File: src/rtl/spi_reg_ctrl.sv
// -----------------------------------------------------------------------------
// spi_reg_ctrl
//   Transaction controller sitting behind the SPI slave byte interface. Each
//   SS window is one transaction: the first received byte is a command
//   (bit 7 = read, bits 6:0 = start address), and every following byte either
//   writes the register bank or requests the next read byte for MISO.
//   Addresses auto-increment and wrap at DEPTH-1. User logic observes the bank
//   through a combinational side port that never stalls the SPI path.
//
// Ports
//   clk         in   system clock
//   rst         in   synchronous reset, active-high
//   ss_active   in   high while an SPI transaction is open (synchronised SS)
//   rx_data     in   received byte from the shifter
//   rx_valid    in   one-cycle pulse qualifying rx_data
//   tx_data     out  next byte for the MISO shifter
//   tx_load     out  one-cycle pulse: shifter loads tx_data
//   host_addr   in   side-port read address
//   host_rdata  out  mem[host_addr] (combinational, 0 when out of range)
//   wr_strobe   out  one-cycle pulse on each register write
//   wr_addr     out  address of that write
//   txn_done    out  one-cycle pulse when a non-idle transaction closes
//   cmd_err     out  sticky invalid-address flag, cleared by next valid command
//   byte_cnt    out  bytes received in current/last transaction, saturating
// -----------------------------------------------------------------------------
module spi_reg_ctrl #(
    parameter int         DEPTH     = 16,
    parameter int         ADDR_W    = 4,
    parameter logic [7:0] IDLE_BYTE = 8'hA5,
    parameter logic [7:0] ERR_BYTE  = 8'hFF
) (
    input  logic              clk,
    input  logic              rst,
    input  logic              ss_active,
    input  logic [7:0]        rx_data,
    input  logic              rx_valid,
    output logic [7:0]        tx_data,
    output logic              tx_load,
    input  logic [ADDR_W-1:0] host_addr,
    output logic [7:0]        host_rdata,
    output logic              wr_strobe,
    output logic [ADDR_W-1:0] wr_addr,
    output logic              txn_done,
    output logic              cmd_err,
    output logic [7:0]        byte_cnt
);

    typedef enum logic [2:0] {
        S_IDLE  = 3'd0,
        S_CMD   = 3'd1,
        S_WRITE = 3'd2,
        S_READ  = 3'd3,
        S_ERR   = 3'd4
    } state_t;

    state_t            r_state;
    state_t            w_state_nx;
    logic              r_ss_q;
    logic [ADDR_W-1:0] r_ptr;
    logic [ADDR_W-1:0] w_ptr_nx;
    logic [7:0]        r_mem [DEPTH];

    logic [7:0]        r_tx_data,   w_tx_data_nx;
    logic              r_tx_load,   w_tx_load_nx;
    logic              r_wr_strobe, w_wr_strobe_nx;
    logic [ADDR_W-1:0] r_wr_addr,   w_wr_addr_nx;
    logic              r_txn_done,  w_txn_done_nx;
    logic              r_cmd_err,   w_cmd_err_nx;
    logic [7:0]        r_byte_cnt,  w_byte_cnt_nx;

    logic              w_mem_we;
    logic [ADDR_W-1:0] w_mem_waddr;
    logic [7:0]        w_mem_wdata;

    logic              w_cmd_ok;
    logic [ADDR_W-1:0] w_cmd_idx;
    logic              w_host_ok;

    // Pointer increment with an explicit wrap so non-power-of-2 depths work.
    function automatic logic [ADDR_W-1:0] next_addr(input logic [ADDR_W-1:0] a);
        if (a == ADDR_W'(DEPTH - 1)) begin
            return '0;
        end
        return a + ADDR_W'(1);
    endfunction

    // Widen by one bit so DEPTH=128 still compares correctly against 7-bit addresses.
    assign w_cmd_ok  = ({1'b0, rx_data[6:0]} < 8'(DEPTH));
    assign w_cmd_idx = rx_data[ADDR_W-1:0];
    assign w_host_ok = ({1'b0, host_addr} < (ADDR_W + 1)'(DEPTH));

    always_comb begin
        w_state_nx     = r_state;
        w_ptr_nx       = r_ptr;
        w_tx_data_nx   = r_tx_data;
        w_tx_load_nx   = 1'b0;
        w_wr_strobe_nx = 1'b0;
        w_wr_addr_nx   = r_wr_addr;
        w_txn_done_nx  = 1'b0;
        w_cmd_err_nx   = r_cmd_err;
        w_byte_cnt_nx  = r_byte_cnt;
        w_mem_we       = 1'b0;
        w_mem_waddr    = r_ptr;
        w_mem_wdata    = rx_data;

        // Any byte seen inside a transaction is counted, including the one
        // that arrives together with the SS fall.
        if ((r_state != S_IDLE) && rx_valid && (r_byte_cnt != 8'hFF)) begin
            w_byte_cnt_nx = r_byte_cnt + 8'd1;
        end

        case (r_state)
            S_IDLE: begin
                if (ss_active && !r_ss_q) begin
                    w_state_nx    = S_CMD;
                    w_byte_cnt_nx = 8'd0;
                    w_tx_data_nx  = IDLE_BYTE;
                end
            end
            S_CMD: begin
                if (rx_valid) begin
                    if (!w_cmd_ok) begin
                        w_state_nx   = S_ERR;
                        w_cmd_err_nx = 1'b1;
                        w_tx_data_nx = ERR_BYTE;
                    end else begin
                        w_cmd_err_nx = 1'b0;
                        w_ptr_nx     = w_cmd_idx;
                        if (rx_data[7]) begin
                            w_state_nx   = S_READ;
                            w_tx_data_nx = r_mem[w_cmd_idx];
                            w_tx_load_nx = 1'b1;
                            w_ptr_nx     = next_addr(w_cmd_idx);
                        end else begin
                            w_state_nx = S_WRITE;
                        end
                    end
                end
            end
            S_WRITE: begin
                if (rx_valid) begin
                    w_mem_we       = 1'b1;
                    w_mem_waddr    = r_ptr;
                    w_wr_strobe_nx = 1'b1;
                    w_wr_addr_nx   = r_ptr;
                    w_ptr_nx       = next_addr(r_ptr);
                end
            end
            S_READ: begin
                if (rx_valid) begin
                    w_tx_data_nx = r_mem[r_ptr];
                    w_tx_load_nx = 1'b1;
                    w_ptr_nx     = next_addr(r_ptr);
                end
            end
            S_ERR: begin
                w_tx_data_nx = ERR_BYTE;
            end
            default: begin
                w_state_nx = S_IDLE;
            end
        endcase

        // SS fall closes the transaction; it overrides the state and MISO byte
        // but leaves the byte processed above (write/count/pointer) intact.
        if ((r_state != S_IDLE) && !ss_active) begin
            w_state_nx    = S_IDLE;
            w_txn_done_nx = 1'b1;
            w_tx_data_nx  = IDLE_BYTE;
        end
    end

    // SS history is not reset so a reset during an open window does not
    // look like a fresh SS rise afterwards.
    always_ff @(posedge clk) begin
        r_ss_q <= ss_active;
    end

    always_ff @(posedge clk) begin
        if (rst) begin
            r_state     <= S_IDLE;
            r_ptr       <= '0;
            r_tx_data   <= IDLE_BYTE;
            r_tx_load   <= 1'b0;
            r_wr_strobe <= 1'b0;
            r_wr_addr   <= '0;
            r_txn_done  <= 1'b0;
            r_cmd_err   <= 1'b0;
            r_byte_cnt  <= 8'd0;
            for (int i = 0; i < DEPTH; i++) begin
                r_mem[i] <= 8'd0;
            end
        end else begin
            r_state     <= w_state_nx;
            r_ptr       <= w_ptr_nx;
            r_tx_data   <= w_tx_data_nx;
            r_tx_load   <= w_tx_load_nx;
            r_wr_strobe <= w_wr_strobe_nx;
            r_wr_addr   <= w_wr_addr_nx;
            r_txn_done  <= w_txn_done_nx;
            r_cmd_err   <= w_cmd_err_nx;
            r_byte_cnt  <= w_byte_cnt_nx;
            if (w_mem_we) begin
                r_mem[w_mem_waddr] <= w_mem_wdata;
            end
        end
    end

    assign tx_data    = r_tx_data;
    assign tx_load    = r_tx_load;
    assign wr_strobe  = r_wr_strobe;
    assign wr_addr    = r_wr_addr;
    assign txn_done   = r_txn_done;
    assign cmd_err    = r_cmd_err;
    assign byte_cnt   = r_byte_cnt;
    assign host_rdata = w_host_ok ? r_mem[host_addr] : 8'h00;

endmodule

File: config.mk
export PLATFORM = sky130hd
export DESIGN_NAME = spi_reg_ctrl
export DESIGN_NICKNAME = d
export VERILOG_FILES = /design/src/rtl/spi_reg_ctrl.sv
export SDC_FILE = /design/constraint.sdc
export NUM_CORES = 1
export LEC_CHECK = 0
export BUFFER_PORTS_ARGS = -buffer_cell sky130_fd_sc_hd__buf_2
export CAP_MARGIN = 30
export CORE_AREA = 2 2 132 134
export DETAILED_ROUTE_END_ITERATION = 8
export DIE_AREA = 0 0 134 136
export GPL_ROUTABILITY_DRIVEN = 0
export HOLD_SLACK_MARGIN = 0.08
export PLACE_DENSITY = 0.84
export SYNTH_ARGS = -nofsm -noshare
export SYNTH_HDL_FRONTEND = slang
export SYNTH_SLANG_ARGS = --single-unit
File: constraint.sdc
create_clock -name clk -period 1.9 [get_ports clk]
set_input_delay 0.285 -clock clk [delete_from_list [all_inputs] [get_ports clk]]
set_output_delay 0.285 -clock clk [all_outputs]
set_load 0.02 [all_outputs]
Word-level counts from Yosys, hierarchy flattened
Memories as Yosys holds them, arrays and structs flattened. A register that Yosys moved wholly into a read port is not among the register bits.
Cells that the tools add are included.
Widths: inputs -> output; s select.
Storage, ports and cells
  bits in registers: 32
  bits in writable memories: 128
  input port bits: 16
  output and inout port bits: 32
  word-level logic and storage cells: 99
  memories kept: 1
Memories
  r_mem: depth 16, bits a word 8, read ports 3, clocked after memory_dff 1, wr ports 16, RTL line 61  | logic [7:0] r_mem [DEPTH];
Cells by class
  $add $sub $neg: 3
  $lt $le $gt $ge: 1
  equality and inequality tests: 13
  multiplexer cells: 52
  bitwise logic cells: 1
  reduce and logical (&&, ||, !) cells: 18
Operators with widths (number)
  $mux 8: 9
  $mux 4: 13
  $pmux 8 s4: 1
  $mux 1: 23
  $pmux 4 s3: 1
  $ne 2x2->1 const B: 5
  $reduce_and 5->1: 2
  $mux 3: 3
  $pmux 3 s3: 1
  $add 4x1->4 const B: 2
  $add 8x1->8 const B: 1
  $eq 4x4->1 const B: 2
  $ne 8x8->1 const B: 1
  $reduce_or 8->1: 1
  $lt 7x5->1 const B: 1
  $eq 3x2->1 const B: 2
  $reduce_bool 3->1: 2
  $logic_and 1x1->1: 4
  $reduce_and 2->1: 2
  $reduce_bool 4->1: 1
  $eq 3x1->1 const B: 1
  $eq 3x3->1 const B: 1
  $logic_not 3->1: 1
  $ne 3x3->1 const B: 1
  6 further kinds: 7

Longest topological paths before layout
  word-level depth: 13
  mapped depth: 8
  depth with buffers taken out: 6

Least setup slack after synthesis
No wires, ideal clock.
  path type: in2out
  start point: input host_addr[0]
  end point: output host_rdata[0]
  arrival: 1.605 ns
  data required time: 1.615 ns
  path slack: 0.010 ns
  stages: 4
  path buffers: 2
  path through: buf_6 -> buf_6 -> mux4_1 -> mux4_2
On the way
  cells in the longest elaborated chain, start to end: 1
Ends and longest elaborated chain
  start: declaration: RTL line 39  | input logic [ADDR_W-1:0] host_addr,
  $mem_v2 16x8
  end: declaration: RTL line 40  | output logic [7:0] host_rdata,
No other way between the ends.

==> results by group <==
Detailed routing
  • Initial DRT Pass Iterations: 5
  • Initial DRC Count: 973
  • Residual DRC: 0
  • Routed metal-1 wire length: approximately 11000 um
  • Met3 WL: 2290 um
  • Via density: about 6.6
  • Wire per inst: 23.9 um
  • Met2 wire length: 13300 um
  • Detail Route Antenna Nets: 0
  • Highest metal used: met4
  • Routed WL: 28000 um
  • Via Count: 7697

STA
  • Fmax: 0.412 GHz
  • Hold Violations, Final: 0
  • Worst Tran Pin Value: 0.499 ns
  • Final setup fails: 8
  • Slew margin rel.: 66.3%
  • Hold slack: 0.168 ns
  • Pins Over Slew Limit: 0
  • Worst setup margin: -0.525 ns
  • Minimum clock period: 2.42 ns
  • Tcrit/Tclk final: 128%
  • Fin Clk Skew: between 0.006 and 0.007 ns
  • Unrepaired setup endpoints after global routing: yes

Synth
  • Cell Area, Synth: 9980 sq um
  • Top post-synthesis cells by count: and2_1 (131), edfxtp_1 (128), mux2i_1 (105), dfxtp_1 (36), mux4_1 (31)
  • Synthesized-area fraction occupied by adder cells: 0.752%
  • Main flop type after synthesis: edfxtp_1
  • XOR/XNOR share of the synthesized area: less than 1%
  • Syn Inst Count: 789
  • Simple-gate share of the synthesized area: ~17%
  • Seq cells post-synth: 164
  • EDFF count, synth: 128
  • Largest family of logic cells by synthesized area: multiplexers
  • Syn nets: 811
  • Most frequent cell after synthesis: and2_1
  • Register area share after synthesis: 45.7%
  • Synth top area share: around two fifths
  • Area contributors post-synth: edfxtp_1 (39%), mux2i_1 (11%), and2_1 (8.2%), mux4_1 (8.2%), dfxtp_1 (7.2%)
  • Leading area contributor after synthesis: edfxtp_1
  • Syn avg cell area: 12.6 sq um
  • Synth Warn #: 0
  • Post-synthesis mux area share: 25.1%
  • Post-synthesis compound-gate area fraction: 7.60%
  • Synth async-reset ratio: 0%
  • Synth unique cells: 61

Global routing
  • Initial antenna violation count: 0
  • Largest net degree at the start of global routing: 33
  • Overall routing resource usage: 32.3%
  • Vias in the first global route: 7733
  • First-pass GRT wire length: about 43000 um
  • GRT overflow: 0

Clocking
  • CTS tree: yes
  • Clock Path Buffers: 2
  • Clock H-tree levels: 4
  • Sink Count: 164
  • Clock latency on the worst-skew pair: about 0.44 ns
  • Clock root cell: clkbuf_16
  • Inserted Clock Buffers: 17
  • Clock slew at reported path FFs: 0.06 ns

Die
  • Die height: 136 um
  • Starting Density: 59.1%
  • FP Rows: 48
  • IO Count: between 40 and 50
  • Core ar.: 16900 sq um
  • Die Width: roughly 130 um
  • Die area: 18200 sq um

Setup path
  • Endpoint class of the critical path: output pin
  • Critical Path RT: 1.62 ns
  • Worst R2R End: tx_data[7]
  • R2R Setup Slk: 0.02 ns
  • Setup CP Type: reg -> out
  • CP startpoint kind: flip-flop
  • CP Max Fanout: 3
  • Reg2reg start: r_state[0]
  • Crit path DAT: 2.14 ns
  • Largest stage delay on the critical path: 0.53 ns
  • Slowest CP cell: mux4_2
  • CP most frequent cell: mux4_2
  • CP Cell Sequence: mux4_2 -> mux4_2 -> buf_6
  • Worst R2R Path Depth: 6

Power
  • Share of total power in sequential cells: 47.9%
  • Final Total Pwr: 8590 uW
  • Maximum VDD drop: 0.000613 V
  • Pwr per Cell Area: 725 nW/um^2
  • Clock share of power: approximately two fifths
  • Logic pwr share: 12.2%
  • Pint: 6430 uW
  • Pleak: 0.00457 uW
  • Switching fraction of total power: approximately a quarter
  • Sw power: 2160 uW

Final layout
  • Share of layout cells above drive strength 1: 34.0%
  • Final nets: about 960
  • Area of the multi-input gates: 5000 sq um
  • Filler cells: 1108
  • P&R area growth vs syn: 18.6%
  • Storage element area: 4570 sq um
  • Ant diodes: 0

Placement
  • DP Wirelength: about 21000 um
  • Port Buffers: 47

Min path
  • Hold WC Path Type: in -> reg
  • Min-delay src: rx_valid
  • Hold Path End: r_state[1]
  • Hold depth: 3

Outcome
  • Status: finished, violations left
  • Failing checks: negative setup slack

Flow run
  • Max Cap Viol: 0
## how the worst max path moves through the flow
stage / start / end / slack (ns) / cells after the start
finish: r_mem[3][4] / host_rdata[4] / -0.52 / 3
global route: r_mem[3][4] / host_rdata[4] / -0.54 / 3
CTS: r_mem[3][4] / host_rdata[4] / -0.48 / 3
detailed placement: host_addr[0] / host_rdata[4] / -0.29 / 5
global placement: host_addr[0] / host_rdata[4] / -0.25 / 5
floorplan: host_addr[0] / host_rdata[0] / 0.01 / 4
## per-layer routing
metal / up-vias / global-route usage [%]
li1: 3313 / -
met4: 0 / 19.1
met2: 541 / 52.8
met1: 3676 / 39.8
met3: 167 / 6.79
met5: - / 0
## state kept, by name, indices dropped and copies added, names as in the netlist, 3 cells and up, named ones only
name and cells:
r_mem 128, byte_cnt 8, tx_data 8, r_ptr 4, wr_addr 4, r_state 3
## logic make-up after synthesis
family                   Yosys count
multiplexers                     167
buffers and inverters             64
XOR/XNOR                           5
adder cells (fa/ha/maj)            6
AO/OA/AOI/OAI                    110
AND/OR/NAND/NOR                  273
flip-flops                       164
## layout by cell type (no fill, tap or decap), types with 4 or more instances in the layout
cell type / count
a21oi_1: 16
a22oi_1: 29
a31oi_1: 13
and2_1: 131
and3_1: 10
buf_12: 5
buf_2: 39
buf_4: 132
buf_6: 8
clkbuf_16: 17
dfxtp_1: 32
edfxtp_1: 128
ha_1: 6
inv_1: 4
inv_6: 4
mux2_2: 5
mux2i_1: 105
mux4_1: 10
mux4_2: 47
nand2_1: 18
nand2_2: 4
nand2b_1: 8
nand3_1: 5
nor2_1: 26
nor2_2: 12
nor2b_1: 8
nor3_1: 8
nor3_2: 4
nor3_4: 4
o21ai_0: 9
o22ai_1: 17
or2_2: 17
xor2_1: 4
## timing repair
action,CTS,global route
pin swaps,0,1
gates cloned,0,0
gates resized for setup,35,15
hold endpoints to repair,2,0
hold buffers,1,0
setup buffers,16,14
endpoints found under the setup margin,11,137
## metrics by stage
stage          cells  instance area [sq um]  setup TNS (ns)  util, %  setup slack, ns
5_1_grt         1172                  11800           -3.84     70.1           -0.535
3_3_place_gp    1109                  11000           -2.10     65.2           -0.251
4_1_cts         1158                  11700           -3.53     69.4           -0.480
3_5_place_dp    1109                  11000           -2.73     65.2           -0.286
6_report        1172                  11800           -3.63     70.1           -0.525
2_1_floorplan    789                   9980               0        -           0.0100
## power by group through the flow
stage / clock network, uW / registers (uW) / logic, uW
after floorplan: 0 / 4130 / 622
after global placement: 0 / 4170 / 908
after detailed placement: 0 / 4180 / 937
after CTS: 3440 / 4100 / 1000
after global routing: 3600 / 4110 / 1110
final: 3430 / 4110 / 1040
## layout make-up
cell class                 instances  area share, %
multi-input combinational        561           42.2
timing repair buffer             185           11.7
sequential                       164           38.6
clock buffer                      18           3.63
clock inverter                    14           1.29
inverter                           5          0.159
tap                              225           2.38
## worst max-delay path: cells and delay by family (launching register included)
family | cells | cell delay, ns
multiplexers | 2 | 1.04
flip-flops | 1 | 0.50
buffers and inverters | 1 | 0.16
Power figures use the tool's default switching activity.
